$ cat config.mk
export PLATFORM = sky130hd
export DESIGN_NAME = ppu_oam_dma
export DESIGN_NICKNAME = d
export VERILOG_FILES = /design/src/rtl/ppu_pkg.sv /design/src/rtl/ppu_oam_dma.sv
export SDC_FILE = /design/constraint.sdc
export NUM_CORES = 1
export LEC_CHECK = 0
export CORE_MARGIN = 4
export CORE_UTILIZATION = 49
export DETAILED_ROUTE_END_ITERATION = 16
export PLACE_DENSITY = 0.77
export SYNTH_ARGS = -nofsm -noshare
export SYNTH_HDL_FRONTEND = slang
export SYNTH_SLANG_ARGS = --single-unit
export TNS_END_PERCENT = 10
$ cat constraint.sdc
create_clock -name clk -period 2.9 [get_ports clk]
set_clock_uncertainty 0.2 [all_clocks]
set_input_delay 0.58 -clock clk [delete_from_list [all_inputs] [get_ports clk]]
set_output_delay 0.58 -clock clk [all_outputs]
set_load 0.02 [all_outputs]
$ cat src/rtl/ppu_pkg.sv
// Shared PPU types and CPU register addresses used by the OAM DMA writer.
package ppu_pkg;

    typedef enum logic [2:0] {
        IDLE  = 3'd0,
        HALT  = 3'd1,
        ALIGN = 3'd2,
        READ  = 3'd3,
        WRITE = 3'd4
    } dma_state_t;

    localparam logic [15:0] REG_OAMADDR = 16'h2003;
    localparam logic [15:0] REG_OAMDATA = 16'h2004;
    localparam logic [15:0] REG_OAMDMA  = 16'h4014;

endpackage

$ cat src/rtl/ppu_oam_dma.sv
// CPU-side OAM writer: $2003/$2004 register writes and the $4014 page DMA into primary OAM.
// Define OAM_DMA_ALIGN_EN to insert the odd-cycle ALIGN stall before the first DMA read.
module ppu_oam_dma
    import ppu_pkg::*;
#(
    parameter int PAGE_BYTES = 256
) (
    input  logic        clk,
    input  logic        reset,
    input  logic        cpu_ce,
    input  logic        cpu_wr,
    input  logic [15:0] cpu_addr,
    input  logic [7:0]  cpu_wdata,
    input  logic [7:0]  mem_rdata,
    output logic [15:0] dma_addr,
    output logic        dma_rd,
    output logic        cpu_rdy,
    output logic [7:0]  oam_addr,
    output logic [7:0]  oam_data,
    output logic        oam_dma
);

    localparam logic [7:0] LAST_CNT = 8'(PAGE_BYTES - 1);

    dma_state_t state;
    dma_state_t next_state;
    logic [7:0] oamaddr;
    logic [7:0] page;
    logic [7:0] cnt;
`ifdef OAM_DMA_ALIGN_EN
    logic       parity;
`endif

    // State and registers; everything except the one-clk oam_dma strobe moves only on cpu_ce.
    always_ff @(posedge clk or posedge reset) begin
        if (reset) begin
            state    <= IDLE;
            oamaddr  <= 8'h00;
            page     <= 8'h00;
            cnt      <= 8'h00;
            oam_addr <= 8'h00;
            oam_data <= 8'h00;
            oam_dma  <= 1'b0;
`ifdef OAM_DMA_ALIGN_EN
            parity   <= 1'b0;
`endif
        end else begin
            oam_dma <= 1'b0;
            if (cpu_ce) begin
                state <= next_state;
`ifdef OAM_DMA_ALIGN_EN
                parity <= ~parity;
`endif
                unique case (state)
                    IDLE: begin
                        if (cpu_wr) begin
                            if (cpu_addr == REG_OAMADDR) begin
                                oamaddr <= cpu_wdata;
                            end else if (cpu_addr == REG_OAMDATA) begin
                                oam_addr <= oamaddr;
                                oam_data <= cpu_wdata;
                                oam_dma  <= 1'b1;
                                oamaddr  <= oamaddr + 8'd1;
                            end else if (cpu_addr == REG_OAMDMA) begin
                                page <= cpu_wdata;
                                cnt  <= 8'h00;
                            end
                        end
                    end
                    // The edge closing READ is the first edge of WRITE: latch the byte and strobe.
                    READ: begin
                        oam_data <= mem_rdata;
                        oam_addr <= oamaddr + cnt;
                        oam_dma  <= 1'b1;
                    end
                    WRITE: begin
                        cnt <= cnt + 8'd1;
                    end
                    default: begin
                    end
                endcase
            end
        end
    end

    always_comb begin
        next_state = state;
        unique case (state)
            IDLE: begin
                if (cpu_wr && cpu_addr == REG_OAMDMA) begin
                    next_state = HALT;
                end
            end
            HALT: begin
`ifdef OAM_DMA_ALIGN_EN
                // parity is the current cycle; an even HALT means the following cycle is odd.
                next_state = parity ? READ : ALIGN;
`else
                next_state = READ;
`endif
            end
            ALIGN: next_state = READ;
            READ:  next_state = WRITE;
            WRITE: next_state = (cnt == LAST_CNT) ? IDLE : READ;
            default: next_state = IDLE;
        endcase
    end

    always_comb begin
        cpu_rdy  = (state == IDLE);
        dma_rd   = (state == READ);
        dma_addr = dma_rd ? {page, cnt} : 16'h0000;
    end

endmodule

==> results.md, run 1 <==
* Routed WL at 7396 microns
* Initial DRT Pass Iterations at 4
* Post-synth EDFFs at 0
* Setup tns final at 0 ns
* Setup Crit Path Kind: register to output pin
* Slew Limit Fails at 0
* Vias in the first global route at 2,568
* Share of cells above drive strength 1 at 13.23%
* Most common cell after layout, fill and taps aside: clkdlybuf4s50_1
* Endpoints failing hold at 0
* Most frequent cells in the layout: clkdlybuf4s50_1 (70), dfrtp_1 (44), buf_4 (23), nand2_1 (20)
* Rows at 27
* Critical Path Sink Type: output pin
* Worst path arrival time at 1.99 ns
* Clock Path Buffers at 2
* Total gr overflow at 0
* Die X at 83.12 microns
* Max_cap viols at 0
* CTS Buf Count at 5
* DRC viols at 0
* Final ANT Viol Nets at 0
* H-Tree Depth at 2
* Synth Register Bits at 44
* Antenna diode count at 0
* Top sig layer: met4
* Min Tclk post-route at 2.768 ns
* WHS at 0.3089 ns
* Status: complete, no violations
* Register area share after synthesis at 39.82%
* Max VDD drop at 0.5000 mV
* Worst slew pin tran at 0.5674 ns
* R2r setup slk at 0.44 ns
* Synthesized area at 0.002765 sq mm
* CP bufs+invs at 2
* Area leader, netlist: dfrtp_1
* Post-route clock period utilization at 95.43%
* Hold Path Class: register to register
* Share of flip-flops with an asynchronous set or reset at 100.0%
* Power Dens Cells at 693.2 mW/mm^2
* M1 WL at 3264 microns
* WL per Instance at 16.44 microns
* First-pass GRT wire length at 12,420 microns
* Top FF cell, synth: dfrtp_1
* Leading post-synthesis cells by cell area: dfrtp_1 (40%), a2bb2oi_1 (4.8%), mux2_2 (4.5%)
* Initial Util at 50.22%
* WL met3 at 416 microns
* Met2 Routed Length at 3643 microns
* Drt initial violations at 183
* CP delay by family, top: buffers and inverters
* Leak at 1.667 nW
* Antenna violations before repair at 0
* Core ar. at 0.005507 sq mm
* Synth top area share at 39.82%
* Final setup vio count at 0
* CTS sink cnt at 44
* Clk_lat worst skew at 0.30 ns
* Non-Filler Instances at 450
* TritonCTS clock tree: yes
* Final total power at 2.618 mW
* Clk slew on worst S/H paths at 0.09 ns
* Slew Limit Headroom at 62.17%
* Clock Tree Root: clkbuf_8
* Crit-path slowest cell: clkdlybuf4s50_1
* Synth warnings at 0
* GRT Total Usage at 21.93%
* DR vias/cell at 5.651
* Crit path max fanout at 19
* Synth unique cells at 52
* Post-synth net total at 342
* Port bufs at 70
* Pin count of the biggest net entering global routing at 45
* Post-Syn Instances at 296
* Worst EP required at 2.12 ns
* Critical Path Start Type: register
* Via count at 2,543
* F_max at 361.3 MHz
* Area Overhead vs Synth at 36.61%
* Io pins at 71
* Final core utilization at 68.60%
* Die H at 83.12 microns
* Final net count at 423
* Crit-path cells: nand3b_1 -> clkinvlp_4 -> and2_1 -> clkdlybuf4s50_1
* Post-DP HPWL at 5489 microns
* Mean Syn Cell Area at 9.342 sq um
* Max stage delay on crit path at 0.55 ns
* Placer congestion estimate at 0.8577
* Die ar. at 0.006909 sq mm
* Placed insts at 440
worst paths after layout:
path                       startpoint            to  cells after the start
max                          state[0]  dma_addr[10]                      4
min                           page[7]       page[7]                      1
max reg2reg                    cnt[0]   oam_addr[6]                      8
min reg2reg                   page[7]       page[7]                      1
max in group asynchronous       reset        cnt[6]                      3
min in group asynchronous       reset   oam_data[2]                      3
registers in the layout, indices dropped and copies added (netlist names):
register	count
cnt	8
page	8
oam_addr	8
oam_data	8
oamaddr	8
state	3
oam_dma	1
area by class of cell:
type                       instances  area, sq um
inverter                          14        56.30
fill                             448         1729
clock inverter                     2        38.79
tap                               72        90.09
multi-input combinational        218         1515
clock buffer                       6        82.58
timing repair buffer              94        893.4
sequential                        44         1101
power breakdown:
part / total [mW] / switching [mW] / internal, mW / leakage, nW
Combinational: 1.22 / 0.611 / 0.604 / 1.04
Sequential: 0.899 / 0.132 / 0.767 / 0.567
Clock: 0.504 / 0.222 / 0.282 / 0.0614
metal layers:
layer  vias to the layer above  GRT usage [%]
met5                         -              0
met4                         0          5.795
met3                         7          3.671
met2                        92          36.44
met1                      1200          29.62
li1                       1244              -
synthesized netlist by cell type (9+ instances only):
library cell / instances
a21oi_1: 14
a2bb2oi_1: 15
and2_1: 16
clkbuf_1: 12
dfrtp_1: 44
ha_1: 9
inv_1: 14
mux2_2: 11
nand2_1: 20
nand3_1: 11
nor2_1: 16
o21ai_0: 14
o22ai_1: 10
timing repair:
item	4_1_cts	5_1_grt
setup buffers	0	2
hold buffers	0	0
setup endpoints to repair	11	8
gates resized for setup	1	0
kinds of logic (layout without fill, tap and decap cells):
logic type / Yosys count / count (layout) / synth area share [%]
compound gates: 81 / 81 / 20.54
xor+xnor: 4 / 4 / 1.267
fa+ha+maj: 10 / 10 / 4.796
buf+inv: 34 / 116 / 5.384
flops: 44 / 44 / 39.82
mux: 19 / 19 / 7.376
simple gates: 104 / 104 / 20.81
stage by stage:
| stage | cell area (sq um) | setup slack, ns |
|---|---|---|
| floorplan | 2765 | 0.4131 |
| global placement | 3637 | 0.02002 |
| detailed placement | 3637 | -0.06952 |
| CTS | 3762 | 0.1040 |
| global route | 3777 | -0.008674 |
| finish | 3777 | 0.1324 |
No activity file was read; power rests on OpenSTA's default activity.
==> inputs of run 2 (changes only) <==
--- a/config.mk
+++ b/config.mk
@@ -7,7 +7,9 @@
 export LEC_CHECK = 0
 export CORE_MARGIN = 4
 export CORE_UTILIZATION = 49
+export CTS_CLUSTER_DIAMETER = 50
 export DETAILED_ROUTE_END_ITERATION = 16
+export GPL_ROUTABILITY_DRIVEN = 0
 export PLACE_DENSITY = 0.77
 export SYNTH_ARGS = -nofsm -noshare
 export SYNTH_HDL_FRONTEND = slang
==> results of run 2 <==
No change in the layout: final DEF, timing and power equal those of run 1.
